## config.mk

```make
export PLATFORM = sky130hd
export DESIGN_NAME = add_arb4
export DESIGN_NICKNAME = d
export VERILOG_FILES = /design/src/rtl/add_arb4_pkg.sv /design/src/rtl/rr_pick4.sv /design/src/rtl/add_arb4.sv
export SDC_FILE = /design/constraint.sdc
export NUM_CORES = 1
export LEC_CHECK = 0
export BUFFER_PORTS_ARGS = -buffer_cell sky130_fd_sc_hd__buf_2
export CAP_MARGIN = 20
export CORE_ASPECT_RATIO = 1.2
export CORE_MARGIN = 1.5
export CORE_UTILIZATION = 48
export DETAILED_ROUTE_END_ITERATION = 10
export GPL_TIMING_DRIVEN = 0
export PLACE_DENSITY_LB_ADDON = 0.2
export SYNTH_ARGS = -nofsm -noshare
export SYNTH_HDL_FRONTEND = slang
export SYNTH_HIERARCHICAL = 1
export SYNTH_SLANG_ARGS = --single-unit
```

## constraint.sdc

```tcl
create_clock -name clk -period 6.05 [get_ports clk]
set_input_delay 0.9075 -clock clk [delete_from_list [all_inputs] [get_ports clk]]
set_output_delay 0.9075 -clock clk [all_outputs]
set_load 0.02 [all_outputs]
```

## src/rtl/add_arb4_pkg.sv

```systemverilog
// Shared defaults and types for the 4-requester arbitrated adder.
// Widths and the requester index type live here so the top and the picker agree.
package add_arb4_pkg;

  localparam int unsigned W_DEF        = 12;
  localparam int unsigned N_REQ_DEF    = 4;
  localparam int unsigned LOR_BITS_DEF = 4;
  localparam int unsigned CNT_W        = 16;

  typedef logic [1:0] req_idx_t;

endpackage

```

## src/rtl/rr_pick4.sv

```systemverilog
// Round-robin 4-way picker: grants the first valid requester at or after i_ptr, wrapping.
// Purely combinational; the caller owns the pointer register.
module rr_pick4
  import add_arb4_pkg::*;
(
  input  logic [3:0] i_valid,
  input  req_idx_t   i_ptr,
  output logic [3:0] o_grant,
  output req_idx_t   o_idx,
  output logic       o_any
);

  req_idx_t w_cand;
  logic     w_found;

  always_comb begin
    w_cand  = i_ptr;
    w_found = 1'b0;
    o_grant = '0;
    o_idx   = '0;
    for (int k = 0; k < 4; k++) begin
      w_cand = i_ptr + req_idx_t'(k);
      if (!w_found && i_valid[w_cand]) begin
        w_found          = 1'b1;
        o_grant[w_cand]  = 1'b1;
        o_idx            = w_cand;
      end
    end
    o_any = w_found;
  end

endmodule

```

## src/rtl/add_arb4.sv

```systemverilog
// Four requesters share one adder (exact or lower-part-OR approximate) through a
// round-robin arbiter feeding a single result register with ready/valid handshake.
module add_arb4
  import add_arb4_pkg::*;
#(
  parameter int unsigned W        = W_DEF,
  parameter int unsigned N_REQ    = N_REQ_DEF,
  parameter int unsigned LOR_BITS = LOR_BITS_DEF
) (
  input  logic               clk,
  input  logic               rst,
  input  logic               cfg_approx,
  input  logic [N_REQ-1:0]   req_valid,
  output logic [N_REQ-1:0]   req_ready,
  input  logic [N_REQ*W-1:0] req_a,
  input  logic [N_REQ*W-1:0] req_b,
  input  logic [N_REQ-1:0]   req_cin,
  output logic               res_valid,
  input  logic               res_ready,
  output logic [W-1:0]       res_sum,
  output logic               res_cout,
  output logic [1:0]         res_id,
  output logic [CNT_W-1:0]   op_count
);

  localparam int unsigned HiW = W - LOR_BITS;

  req_idx_t           r_ptr;
  logic               r_res_valid;
  logic [W-1:0]       r_res_sum;
  logic               r_res_cout;
  req_idx_t           r_res_id;
  logic [CNT_W-1:0]   r_op_count;

  logic [3:0]         w_grant;
  req_idx_t           w_idx;
  logic               w_any;
  logic               w_slot_free;
  logic               w_grant_en;
  logic               w_retire;
  logic [W-1:0]       w_a;
  logic [W-1:0]       w_b;
  logic               w_cin;
  logic [W:0]         w_exact;
  logic [HiW:0]       w_hi;
  logic [W-1:0]       w_sum;
  logic               w_cout;

  rr_pick4 u_pick (
    .i_valid (req_valid),
    .i_ptr   (r_ptr),
    .o_grant (w_grant),
    .o_idx   (w_idx),
    .o_any   (w_any)
  );

  assign w_slot_free = !r_res_valid || res_ready;
  // Reset gates the grant so no requester sees an accept that would be discarded.
  assign w_grant_en  = w_slot_free && w_any && !rst;
  assign w_retire    = r_res_valid && res_ready;
  assign req_ready   = w_grant_en ? w_grant : '0;

  always_comb begin
    w_a   = req_a[int'(w_idx)*W +: W];
    w_b   = req_b[int'(w_idx)*W +: W];
    w_cin = req_cin[w_idx];
  end

  always_comb begin
    w_exact = {1'b0, w_a} + {1'b0, w_b} + {{W{1'b0}}, w_cin};
    // Upper part takes its carry from the AND of the top approximate bits.
    w_hi    = {1'b0, w_a[W-1:LOR_BITS]} + {1'b0, w_b[W-1:LOR_BITS]}
            + {{HiW{1'b0}}, w_a[LOR_BITS-1] & w_b[LOR_BITS-1]};
    if (cfg_approx) begin
      w_sum  = {w_hi[HiW-1:0], w_a[LOR_BITS-1:0] | w_b[LOR_BITS-1:0]};
      w_cout = w_hi[HiW];
    end else begin
      w_sum  = w_exact[W-1:0];
      w_cout = w_exact[W];
    end
  end

  always_ff @(posedge clk) begin
    if (rst) begin
      r_ptr <= '0;
    end else if (w_grant_en) begin
      r_ptr <= w_idx + req_idx_t'(1);
    end
  end

  always_ff @(posedge clk) begin
    if (rst) begin
      r_res_valid <= 1'b0;
      r_res_sum   <= '0;
      r_res_cout  <= 1'b0;
      r_res_id    <= '0;
    end else if (w_grant_en) begin
      r_res_valid <= 1'b1;
      r_res_sum   <= w_sum;
      r_res_cout  <= w_cout;
      r_res_id    <= w_idx;
    end else if (res_ready) begin
      r_res_valid <= 1'b0;
    end
  end

  always_ff @(posedge clk) begin
    if (rst) begin
      r_op_count <= '0;
    end else if (w_retire && (r_op_count != {CNT_W{1'b1}})) begin
      r_op_count <= r_op_count + 1'b1;
    end
  end

  assign res_valid = r_res_valid;
  assign res_sum   = r_res_sum;
  assign res_cout  = r_res_cout;
  assign res_id    = r_res_id;
  assign op_count  = r_op_count;

endmodule

```

* After elaboration in Yosys (flattened, before gate mapping)
Index checks and enable logic that the tools add are counted.
Widths: inputs -> output; s select.
** Word-level totals
- Bits in registers :: 34
- Input bits :: 108
- Output and inout port bits :: 36
- Logic and storage cells :: 86
** Operators by class
- $add $sub $neg :: 9
- Multiply operators :: 1
- Order comparisons :: 9
- Equality and inequality tests :: 1
- Shift-type cells :: 2
- Multiplexer cells :: 35
- Bitwise logic cells :: 5
- Reductions and logical operators :: 18
** Operators by type and width (number)
- $shiftx 48x7->12 :: 2
- $mux 4 :: 5
- $add 16x1->16 const B :: 1
- $mux 1 :: 16
- $ne 16x16->1 const B :: 1
- $or 4x4->4 :: 4
- $lt 2x3->1 const B :: 5
- $add 12x12->13 :: 1
- $add 13x1->13 :: 1
- $mux 12 :: 1
- $logic_and 1x1->1 :: 11
- $bmux 1 s2 :: 5
- $add 8x8->9 :: 1
- $add 9x1->9 :: 1
- $demux 1 s2 :: 4
- $ge 2x1->1 const B :: 4
- $mux 2 :: 4
- $logic_not 1->1 :: 5
- $add 2x1->2 const B :: 2
- $add 2x2->2 const B :: 2
- $mul 2x2->4 const B :: 1
- $reduce_bool 2->1 :: 1
- $and 1x1->1 :: 1
- $logic_or 1x1->1 :: 1

* Depth between registers and ports, before layout
- Depth after elaboration :: 17
- Mapped depth :: 19

* Cells and area by module
Netlist, hierarchy kept.
** By module, submodules not included
- add_arb4 :: times used 1, cells an instance 282, area an instance 2735.1 µm², sequential area each 680.7 µm²
- rr_pick4 :: times used 1, cells an instance 45, area an instance 419.2 µm², sequential area each 0.0 µm²

* Worst setup path after synthesis
Ideal clock, no wire load.
- Path type :: input-to-reg
- Start :: input req_valid[2]
- End :: register r_res_sum[8], in the netlist res_sum[8]
- Library setup time :: 0.062 ns
- Arrival :: 4.836 ns
- Setup slack :: 1.152 ns
- Cell stages on the path :: 15
- Cells stage by stage :: mux4_2 -> buf_6 -> o311ai_0 -> a32o_1 -> clkbuf_1 -> clkbuf_1 -> mux4_2 -> inv_1 -> fa_1 -> fa_1 -> nand2b_1 -> a211oi_1 -> o2111ai_1 -> a211o_1 -> nand3_1
** Between the ends
- Longest elaborated chain between the ends :: 17
- Elaborated cells on any way between the ends :: 35
- Classes of those cells :: 4 x add/sub; 1 x mul; 2 x shift; 19 x mux; 1 x bitwise; 8 x reduce/logical
** RTL lines
- start: declaration :: line add_arb4.sv:13 : input logic [N_REQ-1:0] req_valid,
- $bmux 1 s2 :: line rr_pick4.sv:23 : if (!w_found && i_valid[w_cand]) begin
- $mux 1 (implied by the code) :: line rr_pick4.sv:23
- $mux 1 :: line rr_pick4.sv:23
- $logic_not 1->1 :: line rr_pick4.sv:23
- $logic_and 1x1->1 :: line rr_pick4.sv:23
- $mux 1 :: line rr_pick4.sv:23
- $logic_not 1->1 :: line rr_pick4.sv:23
- $logic_and 1x1->1 :: line rr_pick4.sv:23
- [... 2 more ...]
- $logic_and 1x1->1 :: line rr_pick4.sv:23
- $mux 2 (*) :: line rr_pick4.sv:23
- named net w_idx[1] :: line add_arb4.sv:36 : req_idx_t w_idx;
- $mul 2x2->4 :: line add_arb4.sv:64, add_arb4.sv:65
- $shiftx 48x7->12 (on tied branches) :: line add_arb4.sv:64, add_arb4.sv:65
- $add 12x12->13, or another cell as far along :: line add_arb4.sv:70 : w_exact = {1'b0, w_a} + {1'b0, w_b} + {{W{1'b0}}, w_cin};
- $add 13x1->13 or $add 9x1->9 (tied branches) :: line add_arb4.sv:70, add_arb4.sv:73
- $mux 12 (*) :: line add_arb4.sv:74 : if (cfg_approx) begin
- end signal: assignment :: line add_arb4.sv:99 : r_res_sum <= w_sum;
- end: declaration :: line add_arb4.sv:30 : logic [W-1:0] r_res_sum;
The timed path passes the listed nets; every way through them passes the cells marked *. The select of a mux whose other input is x is not followed.
A chain may end at the register's enable or synchronous reset.

* Worst setup path in the final report
- Start :: register r_ptr[1]
- End :: register r_res_sum[10], in the netlist res_sum[10]
** Between the ends
- Longest elaborated chain between the ends :: 17
- Elaborated cells on any way between the ends :: 38
- Classes of those cells :: 7 x add/sub; 1 x mul; 2 x shift; 19 x mux; 1 x bitwise; 8 x reduce/logical
** RTL lines
- start: declaration :: line add_arb4.sv:28 : req_idx_t r_ptr;
- start signal: assignment :: line add_arb4.sv:87 : r_ptr <= w_idx + req_idx_t'(1);
- parallel branches: the longest is 11 deep, another holds $add 2x1->2
- $mux 2 (*) :: line rr_pick4.sv:23
- named net w_idx[1] :: line add_arb4.sv:36
- $mul 2x2->4 :: line add_arb4.sv:64, add_arb4.sv:65
- $shiftx 48x7->12 (on tied branches) :: line add_arb4.sv:64, add_arb4.sv:65
- $add 12x12->13, or another cell as far along :: line add_arb4.sv:70
- $add 13x1->13 or $add 9x1->9 (tied branches) :: line add_arb4.sv:70, add_arb4.sv:73
- $mux 12 (*) :: line add_arb4.sv:74
Mark *: on every way through the listed nets, which the timed path passes. The select of a mux whose other input is x is not followed.

==> impl_metrics.env <==
export IMPL_setup_tns_final_ps=0
export IMPL_start_util_pct=49.2
export IMPL_detailedPlacementHpwl_mm=6.62
export IMPL_power_share_switching_pct=46.5
export IMPL_fin_total_pwr_mw=2.60
export IMPL_io_pins=144
export IMPL_die_height_um=91.8
export IMPL_timing_max_transition_violations_final=0
export IMPL_tritoncts_clock_tree="yes"
export IMPL_edff_count_synth=0
export IMPL_internal_power_mw=1.39
export IMPL_via_per_inst=5.53
export IMPL_finalCriticalPeriod_ps=5490
export IMPL_final_cell_count_no_fill=563
export IMPL_use_met1_pct=24.9
export IMPL_path_max_fanout=10
export IMPL_multi_input_comb_area_um2=2320
export IMPL_dpl_cell_count=555
export IMPL_ctsResizeCount=0
export IMPL_cap_violations=0
export IMPL_gate_power_share_pct=78.0
export IMPL_worst_min_delay_path_endpoint="res_sum[7]"
export IMPL_cts_root_buf="clkbuf_8"
export IMPL_met3_usage_pct=3.18
export IMPL_grt_max_degree=13
export IMPL_placeable_core_region_um2=6410
export IMPL_drt_pass1_iter_count=4
export IMPL_switching_power_mw=1.21
export IMPL_crit_slowest_cell="dfxtp_1"
export IMPL_globalRoute_busiestLayer="met2"
export IMPL_die_width_um=77
export IMPL_synthDominantAreaCellType="dfxtp_1"
export IMPL_timing_critical_path_depth=17
export IMPL_rsz_0062_raised_after_global_routing="false"
export IMPL_fp_dieArea_um2=7070
export IMPL_count_of_different_cell_masters_after_synthesis=55
export IMPL_mostFrequentLayoutCell="buf_2"
export IMPL_vias_in_the_first_global_route=3113
export IMPL_r2r_worst_path_cells=17
export IMPL_placement_rows=32
export IMPL_worst_slew_margin_rel_pct=56.1
export IMPL_syn_area_um2=3150
export IMPL_post_cts_setup_repair_buffer_count=0
export IMPL_run_status="completed"
export IMPL_hold_path_startpoint="res_sum[7]"
export IMPL_drive_gt1_share_pct=41.0
export IMPL_path_delay_family="adder cells"
export IMPL_area_growth_synth_to_final_pct=30.4
export IMPL_cts_inserted_buffers=5
export IMPL_tightest_slew_ps=658
export IMPL_clk_latency_ps=290
export IMPL_timing_fmax_mhz=182
export IMPL_antenna_found_initial=0
export IMPL_clkPwrFrac_pct=9.9
export IMPL_report_final_hold_viol_count=0
export IMPL_grt_overflow_total=0
export IMPL_post_cts_hold_buffer_count=0
export IMPL_ys_top_cells_by_area="dfxtp_1, mux4_2, ha_1"
export IMPL_use_met2_pct=45.1
export IMPL_grt_pass1_wl_mm=13.2
export IMPL_path_clk_slew_ps=80
export IMPL_avgRoutedWirePerCell_um=14.0
export IMPL_clkSinkCount=34
export IMPL_setup_reg_to_reg_worst_slack_ps=560
export IMPL_setup_viol=0
export IMPL_drtAntennaViolNets=0
export IMPL_critPathCaptureType="flop"
export IMPL_number_of_stages_on_the_worst_hold_path=1
export IMPL_pwr_share_seq_pct=12.1
export IMPL_portBuffers=143
export IMPL_clock_tree_htree_level_count=2
export IMPL_antenna_diode_count=0
export IMPL_crit_path_max_incr_delay_ps=510
export IMPL_fill_cells=584
export IMPL_postSynthCellCount=327
export IMPL_setup_worst_path_class="reg2reg"
export IMPL_grt_util_all_layers_pct=22.7
export IMPL_min_path_type="reg2reg"
export IMPL_route_vias_total=3115
export IMPL_synth_top_area_share_pct=21.6
export IMPL_timing_critical_path_from_type="flop"
export IMPL_period_share_pct=90.7
export IMPL_worst_ep_arrival_time_ps=5680
export IMPL_detail_route_drc_violations=0
export IMPL_mostFrequentLayoutCells="buf_2, dfxtp_1, nor2_1, mux4_2"
export IMPL_critical_path_cell_chain="inv_1 -> ha_1 -> mux4_2 -> buf_6 -> o311ai_0 -> a32o_1 -> clkbuf_1 -> clkbuf_1 -> mux4_2 -> inv_1 -> fa_1 -> fa_1 -> nand2b_1 -> a211oi_1 -> o21ai_0 -> and3_1 -> o31ai_1"
export IMPL_synth_async_reset_ratio_pct=0
export IMPL_nets=609
export IMPL_synthesis_area_per_instance_um2=9.65
export IMPL_critical_path_required_ps=6250
export IMPL_worst_clock_skew_ps=14.1
export IMPL_synth_yosys_warnings=6
export IMPL_routabilityCongestion=0.867
export IMPL_ys_seq_area_share_pct=21.6
export IMPL_cp_num_buf_inv=5
export IMPL_worst_reg2reg_path_endpoint="res_sum[10]"
export IMPL_postSynthRegisterBits=34
export IMPL_leakage_nw=1.87
export IMPL_max_clock_path_buffers=2
export IMPL_cellPowerDensity_nw_per_um2=633
export IMPL_seq_area_um2=681
export IMPL_ir_worst_vdd_v=0.000387
export IMPL_r2r_start="r_ptr[1]"
export IMPL_wl_mm=7.88
export IMPL_postSynthNetCount=459
export IMPL_synth_flop_cell="dfxtp_1"
export IMPL_first_iter_violations=99
export IMPL_final_core_util_pct=64.2
==> cell usage after synthesis, types with 3 or more instances <==
cell / n
nor2b_1: 3
a32oi_1: 3
mux2_2: 3
xor2_1: 3
and2_1: 6
a21oi_1: 17
dfxtp_1: 34
inv_1: 18
nor2_1: 30
o21ai_0: 14
nand2b_1: 6
clkbuf_1: 9
a211oi_1: 5
ha_1: 21
a22oi_1: 9
nand2_1: 21
xnor2_1: 16
mux2i_1: 5
a211o_1: 5
a22o_1: 4
nand4_1: 8
nor3_1: 5
fa_1: 3
nand3_1: 8
buf_2: 5
o31ai_1: 4
mux4_2: 27
==> state kept, by name, summed over array words and instances (netlist names) <==
signal,flops
r_ptr,2
res_valid,1
res_cout,1
op_count,16
res_id,2
res_sum,12
==> power by group through the flow <==
stage,Clock [mW],Combinational (mW),Sequential (mW)
2_1_floorplan,0,1.61,0.362
3_3_place_gp,0,1.98,0.318
3_5_place_dp,0,2.04,0.319
4_1_cts,0.259,2.04,0.316
5_1_grt,0.265,2.28,0.320
6_report,0.258,2.03,0.316
==> per-layer routing <==
metal	part of all wire, %	vias to the layer above	routed length, µm
li1	-	1542	-
met1	39	1453	3060
met2	55	112	4330
met3	5.0	8	392
met4	1.2	0	98
met5	0	-	0
==> worst reg2reg max path: cells and delay by family (launching register included) <==
family,cells,cell delay [ps]
fa+ha+maj,3,1310
flops,1,510
buf+inv,5,1260
compound gates,5,1310
simple gates,2,390
mux,2,610
==> cell families (layout without fill, tap and decap cells) <==
family	count (synthesis)	count (layout)	synth area share [%]
and+or+nand+nor	102	102	17.1
AOI/OAI and AO/OA	75	75	17.0
muxes	38	38	24.0
buffers and inverters	35	186	4.84
DFF	34	34	21.6
adders and majority gates	24	24	10.2
xor gates and xnor gates	19	19	5.28
==> worst max path at each step <==
stage	from	endpoint	slack, ps
final	r_ptr[1]	res_sum[10]	560
after global routing	r_ptr[1]	res_cout	110
after CTS	r_ptr[0]	res_sum[10]	510
after detailed placement	req_valid[2]	res_sum[10]	380
after global placement	req_valid[2]	res_cout	500
after floorplan	req_valid[2]	res_sum[8]	1150
==> cell type report <==
type / count / share of cell area, %
Tap cell: 85 / 2.59
Timing Repair Buffer: 143 / 17.4
Inverter: 18 / 1.64
Buffer: 17 / 2.07
Clock buffer: 5 / 1.67
Clock inverter: 3 / 1.67
Multi-Input combinational cell: 258 / 56.4
Sequential cell: 34 / 16.5
==> stage by stage <==
stage | cell area [µm²] | worst slack (ps) | hold WS, ps
6_report | 4110 | 565 | 466
5_1_grt | 4110 | 113 | 474
4_1_cts | 4110 | 509 | 467
3_5_place_dp | 3980 | 376 | 449
3_3_place_gp | 3980 | 498 | 436
2_1_floorplan | 3150 | 1150 | 489
Power figures use the tool's default switching activity.
